`src/rtl/sid_bus_pkg.sv`:
```
// sid_bus_pkg: shared definitions for the SID register-write bus.
//   - command word layout (opcode bit, address/data/delay fields)
//   - SID register address constants used by the filter/voice decoders
//   - helpers that build WRITE and DELAY command words
package sid_bus_pkg;

  localparam int CMD_W       = 16;
  localparam int OP_BIT      = 15;  // 0 = WRITE, 1 = DELAY
  localparam int ADDR_HI     = 12;
  localparam int ADDR_LO     = 8;
  localparam int DATA_HI     = 7;
  localparam int DATA_LO     = 0;
  localparam int DLY_FIELD_W = 14;  // delay count lives in [13:0]

  localparam logic [4:0] FC_LO    = 5'h15;
  localparam logic [4:0] FC_HI    = 5'h16;
  localparam logic [4:0] RES_FILT = 5'h17;
  localparam logic [4:0] MODE_VOL = 5'h18;

  function automatic logic [CMD_W-1:0] mk_write(input logic [4:0] addr,
                                                input logic [7:0] data);
    return {1'b0, 2'b00, addr, data};
  endfunction

  function automatic logic [CMD_W-1:0] mk_delay(input logic [DLY_FIELD_W-1:0] n);
    return {1'b1, 1'b0, n};
  endfunction

endpackage

```
`src/rtl/sync_fifo.sv`:
```
// sync_fifo: register-array show-ahead FIFO with occupancy output.
//   clk_i, rst_i   clock, synchronous active-high reset (empties the FIFO)
//   push_i, din_i  write side; ignored when full
//   pop_i, dout_o  read side; dout_o is the head entry, pop ignored when empty
//   level_o        number of stored entries (0..DEPTH)
//   full_o/empty_o occupancy flags
module sync_fifo #(
  parameter  int WIDTH = 16,
  parameter  int DEPTH = 16,
  localparam int AW    = $clog2(DEPTH)
) (
  input  logic             clk_i,
  input  logic             rst_i,
  input  logic             push_i,
  input  logic [WIDTH-1:0] din_i,
  input  logic             pop_i,
  output logic [WIDTH-1:0] dout_o,
  output logic [AW:0]      level_o,
  output logic             full_o,
  output logic             empty_o
);

  logic [WIDTH-1:0] mem_q [DEPTH];
  logic [AW-1:0]    wr_ptr_q, rd_ptr_q;
  logic [AW:0]      level_q;
  logic             do_push, do_pop;

  assign full_o  = (level_q == (AW+1)'(DEPTH));
  assign empty_o = (level_q == '0);
  assign do_push = push_i & ~full_o;
  assign do_pop  = pop_i & ~empty_o;

  // Storage needs no reset: pointers and level define what is valid.
  always_ff @(posedge clk_i) begin
    if (do_push) mem_q[wr_ptr_q] <= din_i;
  end

  always_ff @(posedge clk_i) begin
    if (rst_i) begin
      wr_ptr_q <= '0;
      rd_ptr_q <= '0;
      level_q  <= '0;
    end else begin
      if (do_push) wr_ptr_q <= wr_ptr_q + AW'(1);
      if (do_pop)  rd_ptr_q <= rd_ptr_q + AW'(1);
      case ({do_push, do_pop})
        2'b10:   level_q <= level_q + (AW+1)'(1);
        2'b01:   level_q <= level_q - (AW+1)'(1);
        default: level_q <= level_q;
      endcase
    end
  end

  assign dout_o  = mem_q[rd_ptr_q];
  assign level_o = level_q;

endmodule

```
`src/rtl/sid_bus_writer.sv`:
```
// sid_bus_writer: buffers host commands and replays them as single-cycle
// register write strobes on the SID WE/Addr/Data bus. DELAY commands hold
// the stream for N SID ticks (clkEn pulses).
//   clk, rst            clock, synchronous active-high reset
//   clkEn               SID tick used to count delays
//   iCmd/iCmdValid      command input; accepted when oCmdReady
//   oCmdReady           FIFO not full
//   oWE/oAddr/oData     registered write strobe, address, data
//   oLevel              FIFO occupancy
//   oBusy               anything queued, waiting, or strobing
module sid_bus_writer
  import sid_bus_pkg::*;
#(
  parameter  int FIFO_DEPTH = 16,
  parameter  int DELAY_W    = 14,
  localparam int LVL_W      = $clog2(FIFO_DEPTH) + 1
) (
  input  logic             clk,
  input  logic             rst,
  input  logic             clkEn,
  input  logic [15:0]      iCmd,
  input  logic             iCmdValid,
  output logic             oCmdReady,
  output logic             oWE,
  output logic [4:0]       oAddr,
  output logic [7:0]       oData,
  output logic [LVL_W-1:0] oLevel,
  output logic             oBusy
);

  localparam logic [0:0] S_RUN  = 1'b0;
  localparam logic [0:0] S_WAIT = 1'b1;

  logic [15:0]        head;
  logic               full, empty, pop;
  logic [LVL_W-1:0]   level;

  logic [0:0]         state_q, state_d;
  logic [DELAY_W-1:0] cnt_q, cnt_d;
  logic               we_q, we_d;
  logic [4:0]         addr_q, addr_d;
  logic [7:0]         data_q, data_d;
  logic [DELAY_W-1:0] dly;
  logic               unused_rsvd;

  // Head is only consumed while running; WAIT stalls the queue.
  assign pop = (state_q == S_RUN) & ~empty;

  sync_fifo #(.WIDTH(CMD_W), .DEPTH(FIFO_DEPTH)) u_fifo (
    .clk_i   (clk),
    .rst_i   (rst),
    .push_i  (iCmdValid),
    .din_i   (iCmd),
    .pop_i   (pop),
    .dout_o  (head),
    .level_o (level),
    .full_o  (full),
    .empty_o (empty)
  );

  assign dly         = head[DELAY_W-1:0];
  assign unused_rsvd = ^head[14:13];

  always_comb begin
    state_d = state_q;
    cnt_d   = cnt_q;
    we_d    = 1'b0;
    addr_d  = addr_q;
    data_d  = data_q;
    if (state_q == S_RUN) begin
      if (pop) begin
        if (!head[OP_BIT]) begin
          we_d   = 1'b1;
          addr_d = head[ADDR_HI:ADDR_LO];
          data_d = head[DATA_HI:DATA_LO];
        end else if (dly != '0) begin
          // DELAY 0 just burns the pop slot and stays in RUN.
          cnt_d   = dly;
          state_d = S_WAIT;
        end
      end
    end else if (clkEn) begin
      // Ticks are only counted from the edge after the DELAY was popped.
      cnt_d = cnt_q - DELAY_W'(1);
      if (cnt_q == DELAY_W'(1)) state_d = S_RUN;
    end
  end

  always_ff @(posedge clk) begin
    if (rst) begin
      state_q <= S_RUN;
      cnt_q   <= '0;
      we_q    <= 1'b0;
      addr_q  <= '0;
      data_q  <= '0;
    end else begin
      state_q <= state_d;
      cnt_q   <= cnt_d;
      we_q    <= we_d;
      addr_q  <= addr_d;
      data_q  <= data_d;
    end
  end

  assign oCmdReady = ~full;
  assign oWE       = we_q;
  assign oAddr     = addr_q;
  assign oData     = data_q;
  assign oLevel    = level;
  assign oBusy     = (level != '0) | (state_q == S_WAIT) | we_q;

endmodule

```
`config.mk`:
```
export PLATFORM = sky130hd
export DESIGN_NAME = sid_bus_writer
export DESIGN_NICKNAME = d
export VERILOG_FILES = /design/src/rtl/sid_bus_pkg.sv /design/src/rtl/sync_fifo.sv /design/src/rtl/sid_bus_writer.sv
export SDC_FILE = /design/constraint.sdc
export NUM_CORES = 1
export LEC_CHECK = 0
export ABC_CLOCK_PERIOD_IN_PS = 7100
export CAP_MARGIN = 20
export CORE_ASPECT_RATIO = 2
export CORE_MARGIN = 2
export CORE_UTILIZATION = 43
export CTS_BUF_LIST = sky130_fd_sc_hd__clkbuf_8
export CTS_CLUSTER_DIAMETER = 100
export DETAILED_ROUTE_END_ITERATION = 6
export PLACE_DENSITY = 0.59
export SETUP_SLACK_MARGIN = 0.3
export SYNTH_ARGS = -nofsm -noshare
export SYNTH_HDL_FRONTEND = slang
export SYNTH_SLANG_ARGS = --single-unit
```
`constraint.sdc`:
```
create_clock -name clk -period 7.1 [get_ports clk]
set_clock_uncertainty 0.05 [all_clocks]
set_input_delay 1.065 -clock clk [delete_from_list [all_inputs] [get_ports clk]]
set_output_delay 1.065 -clock clk [all_outputs]
set_load 0.01 [all_outputs]
```
# --- Word level (Yosys, flattened, before mapping) ---
# Memories as Yosys holds them, arrays and structs flattened. A register that Yosys moved wholly into a read port is not among the register bits.
# Index checks and enable logic that the tools add are counted.
word_totals:
  mem_bits_rw: 256
  ff_bits: 42
  word_cells: 56
  input_bits: 20
  memories: 1
memory_table:
  columns: ["name", "words", "word_bits", "rd", "rd_clocked_by_memory_dff", "write_ports", "line", "text"]
  rows:
  - ["u_fifo.mem_q", 16, 16, 1, 1, 1, "sync_fifo.sv:23", "logic [WIDTH-1:0] mem_q [DEPTH];"]
op_classes:
  n_reduce_logical: 10
  n_bitwise: 10
  mux: 17
  eq_ne: 5
  n_addsub: 5
op_table:
  columns: ["cell", "n"]
  rows:
  - ["14-bit 2-to-1 mux", 5]
  - ["14-bit by 1-bit equality test with 1-bit output (second input constant)", 1]
  - ["14-bit nonzero test", 1]
  - ["14-bit by 1-bit subtractor with 14-bit output (second input constant)", 1]
  - ["5-bit one-hot mux with 2 select lines", 1]
  - ["1-bit 2-to-1 mux", 9]
  - ["4-bit by 1-bit adder with 4-bit output (second input constant)", 2]
  - ["4-bit 2-to-1 mux", 2]
  - ["2-bit nonzero test", 4]
  - ["5-bit by 1-bit adder with 5-bit output (second input constant)", 1]
  - ["5-bit equality test (second input constant)", 1]
  - ["5-bit zero test", 1]
  - ["1-bit inverter", 5]
  - ["5-bit nonzero test", 1]
  - ["5-bit by 1-bit subtractor with 5-bit output (second input constant)", 1]
  - ["4-bit AND reduction", 1]
  - ["1-bit bitwise AND", 3]
  - ["3-bit AND reduction", 1]
  - ["3-bit OR reduction", 1]
  - ["2-bit by 1-bit equality test with 1-bit output (second input constant)", 1]
  - ["2-bit equality test (second input constant)", 1]
  - ["2-bit != test (second input constant)", 1]
  - ["1-bit OR", 2]

# --- Logic depth before layout (Yosys ltp) ---
logic_depth:
  word_depth: 6
  depth_mapped: 15

# --- Hierarchy ---
# From an unflattened synthesis, not the netlist that was laid out.
unflattened:
  hier_cells: 719
  hier_area_um2: 12127.9
modules_own_cells:
  columns: ["mod", "cells_each", "seq_area_each_um2", "instances", "area_per_inst_um2"]
  rows:
  - ["sync_fifo", 519, 8027.7, 1, 10597.7]
  - ["sid_bus_writer", 200, 580.6, 1, 1530.2]

# --- Worst setup path before layout ---
# OpenSTA, ideal clock, no wires.
synth_timing:
  kind: "reg-to-reg"
  startpoint: "register u_fifo.level_q[1], in the netlist u_fifo.level_o[1]"
  endpoint: "register u_fifo.level_q[4], in the netlist u_fifo.level_o[4]"
  n_path_buf: 3
  stages_incl_launch_ff: 16
  t_arrival_ns: 3.049
  path_slack_ns: 3.878
  period_less_slack_ns: 3.222
  cell_sequence: "dfxtp_1 clkbuf_1 nor4_1 nand2_1 and2_1 clkbuf_1 inv_2 ha_1 clkbuf_1 xor2_1 ha_1 a21oi_1 nor3b_1 o21ai_1 a31oi_1 mux2_1"
synth_between:
  elab_cells_between_ends: 13
synth_rtl:
  columns: ["element", "line", "text"]
  rows:
  - ["from (decl)", "sync_fifo.sv:25", "logic [AW:0] level_q;"]
  - ["from (signal assigned)", "sync_fifo.sv:47", "2'b10: level_q <= level_q + (AW+1)'(1);"]
  - ["from (signal assigned)", "sync_fifo.sv:48", "2'b01: level_q <= level_q - (AW+1)'(1);"]
  - ["from (signal assigned)", "sync_fifo.sv:49", "default: level_q <= level_q;"]
  - ["5-bit equality test (*)", "sync_fifo.sv:28", "assign full_o = (level_q == (AW+1)'(DEPTH));"]
  - ["1-bit inverter (*)", null, null]
  - ["via oCmdReady", "sid_bus_writer.sv:23", "output logic oCmdReady,"]
  - ["1-bit bitwise AND (*)", "sync_fifo.sv:30", "assign do_push = push_i & ~full_o;"]
  - ["2-bit by 1-bit equality test with 1-bit output / 2-bit equality test (equally long branches)", "sync_fifo.sv:46", "case ({do_push, do_pop})"]
  - ["5-bit one-hot mux with 2 select lines / 2-bit nonzero test (equally long branches)", null, null]
# Mark *: on every way through the listed nets, which the timed path passes. The rest lies on a longest branch.
# A chain may end at the register's enable or synchronous reset.

==> impl_metrics.ini <==
[timing]
grt_setup_unrepaired = false
setup_viol = 0
worst_pin_slew_ns = 1.06
slew_violations = 0
hold_violations = 0
slew_headroom_pct = 28.9
layout_min_cycle_time_ns = 4.05
clock.fmax_mhz = 247
fin_tns_setup_ns = 0
finalCritPeriodShare_pct = 57.0

[worst_setup_path]
crit_path_top_delay_cell = dfxtp_4
crit_path_cell_trace = buf_4, mux4_2, a22oi_1, nand2_1, nor4_1, and4_4, or2_4, o32ai_2
crit_path_max_fanout = 39
critPathTopFamily = simple AND/OR/NAND/NOR gates
slowest_delay_ns = 0.83
crit_path_start_kind = flop
cp.required_ns = 7.47
critPathBufInv = 1
crit_path_end_kind = flop
critPathKind = reg2reg
arrival_ns = 4.41

[placement]
place_inst = 1036
gp_congestion = 0.853
hpwl_um = 16000
portBuffers = 39

[yosys]
syn_nets = 700
ys_ff_latch = 286
synth_edf_count = 240
ys_types = 53
syn-instance-count = 670
synth_area_um2 = 11500
avgSynthCellArea_um2 = 17.2
async_flop_share_pct = 0
ys_warn_count = 0
ys_seq_area_share_pct = 70.5
synthFlopType = edfxtp_1

[clocking]
cts_tree = built
post-cts-setup-buffer-count = 0
max-clock-path-buffers = 3
clkTransAtPathRegs_ns = 0.07
ctsResizeCount = 0
h-tree-depth = 2
ctsHoldBuffers = 0
clock_sinks = 286
cts_root_buffer = clkbuf_8
clk_latency_ns = 0.55
cts_buffers = 41

[die]
row_count = 84
initial_utilization_pct = 43.7
io_pins = 41
die_h_um = 236
coreArea_um2 = 26400
die_area_um2 = 28200
die_w_um = 120

[run]
cap_viol_max_count = 0

[power_and_ir_drop]
ir_drop_mv = 0.154
cellLeakagePower_nw = 4.30
power.density_nw_per_um2 = 358

[run_status]
status = finished clean

[global_route]
grt_usage_pct = 18.9
grt_antenna_before_repair = 0
grt_remaining_overflow = 0
grt_max_degree = 61
grt_pass1_vias = 6538
grt_pass1_wl_um = 39100

[detailed_routing]
vias = 6379
drt_iter0_markers = 676
drt-total-wl_um = 26300
drc = 0
final_antenna_net_count = 0
avgRoutedWirePerCell_um = 23.6
drtPass1Iterations = 5
vias_per_cell = 5.74

[cells_and_area]
multi_input_area_um2 = 3160
regArea_um2 = 8130
final_common_cell = edfxtp_1
layout.cells.non_filler = 1111
synthToLayoutAreaGrowth_pct = 14.1
fillers = 2153
drive_gt1_share_pct = 19.4
final_nets = 765
antenna_cells = 0
layout_common_cells = 240 x edfxtp_1, 53 x nor2_1, 47 x mux4_2

[worst_hold_path]
holdCritPathClass = reg2reg
-- state kept, by name (all words and copies together) (netlist names), named ones only --
name,cells
cnt_q,14
oAddr,5
oData,8
oWE,1
state_q,1
u_fifo.level_o,5
u_fifo.mem_q,240
u_fifo.rd_ptr_q,4
u_fifo.wr_ptr_q,4
-- per-stage QoR --
stage	cell area [um2]	utilization, %	setup WS (ns)	hold WS, ns	power, W
6_report	13200	49.9	3.05	0.448	0.00471
5_1_grt	13200	49.9	2.79	0.463	0.00494
2_1_floorplan	11500	-	3.88	0.412	0.00305
4_1_cts	13200	49.9	2.92	0.454	0.00475
3_5_place_dp	12300	46.7	2.95	0.433	0.00341
3_3_place_gp	12300	46.7	2.95	0.424	0.00338
-- cells by family after synthesis --
logic type               synth area share (%)
flip-flops                               70.5
multiplexers                             13.8
XOR/XNOR                                0.760
adder cells (fa/ha/maj)                  1.08
AO/OA/AOI/OAI                            5.91
buffers and inverters                    2.46
AND/OR/NAND/NOR                          5.53
-- synth_stat cells (2+ instances only) --
cell	number	area share, %
ha_1	10	1.1
inv_1	8	0.26
a22oi_1	30	2.0
buf_6	4	0.39
mux4_1	14	3.2
nand4_1	3	0.16
or2_2	2	0.11
o211ai_1	11	0.72
buf_2	8	0.35
xor2_1	7	0.53
nand2_1	37	1.2
buf_4	2	0.13
o22ai_1	2	0.11
a21oi_1	17	0.74
and2_1	3	0.16
edfxtp_1	240	62
nor2_1	58	1.9
or4_1	2	0.13
buf_12	3	0.52
nor4_1	6	0.33
xnor2_1	3	0.23
nand2b_1	7	0.38
nor2b_1	3	0.16
o21ai_0	10	0.43
dfxtp_1	46	8.0
nor3_1	8	0.35
a211oi_1	2	0.13
mux2i_1	15	1.3
o31ai_1	11	0.72
clkbuf_1	22	0.72
mux4_2	47	9.2
a21o_1	4	0.26
o311ai_0	2	0.15
or3_1	4	0.22
-- metal layers --
metal	up-vias	track usage, %	routed length, um	part of all wire (%)
li1	2806	-	-	-
met1	3274	20.3	9100	35
met2	240	35.7	14700	56
met3	59	3.17	1580	6.0
met4	0	7.77	904	3.4
met5	-	0	0	0
-- path summary, 6_finish.rpt --
check,slack [ns],depth (start not counted),to,from
max,3.05,8,cnt_q[0],flop
min,0.45,2,oData[0],oData[0]
max reg2reg,3.05,8,cnt_q[0],flop
min reg2reg,0.45,2,oData[0],oData[0]
-- worst reg2reg max path, delay by kind of cell (launching register included) --
family                 cells  cell delay, ns
AOI/OAI and AO/OA          2            0.37
and+or+nand+nor            4            1.52
DFF                        1            0.83
buffers and inverters      1            0.58
muxes                      1            0.56
-- cell type report --
cell class / count / area share, %
inverter: 10 / 0.285
multi-input combinational: 334 / 24.0
tap: 344 / 3.27
timing repair buffer: 62 / 4.28
clock inverter: 32 / 1.83
sequential: 286 / 61.8
clock buffer: 43 / 4.50
-- where the power goes --
part           internal (W)  total (W)  switching [W]
registers           0.00194    0.00205       0.000115
logic              0.000609    0.00133       0.000717
clock network      0.000712    0.00133       0.000619
No activity file was read; power rests on OpenSTA's default activity.
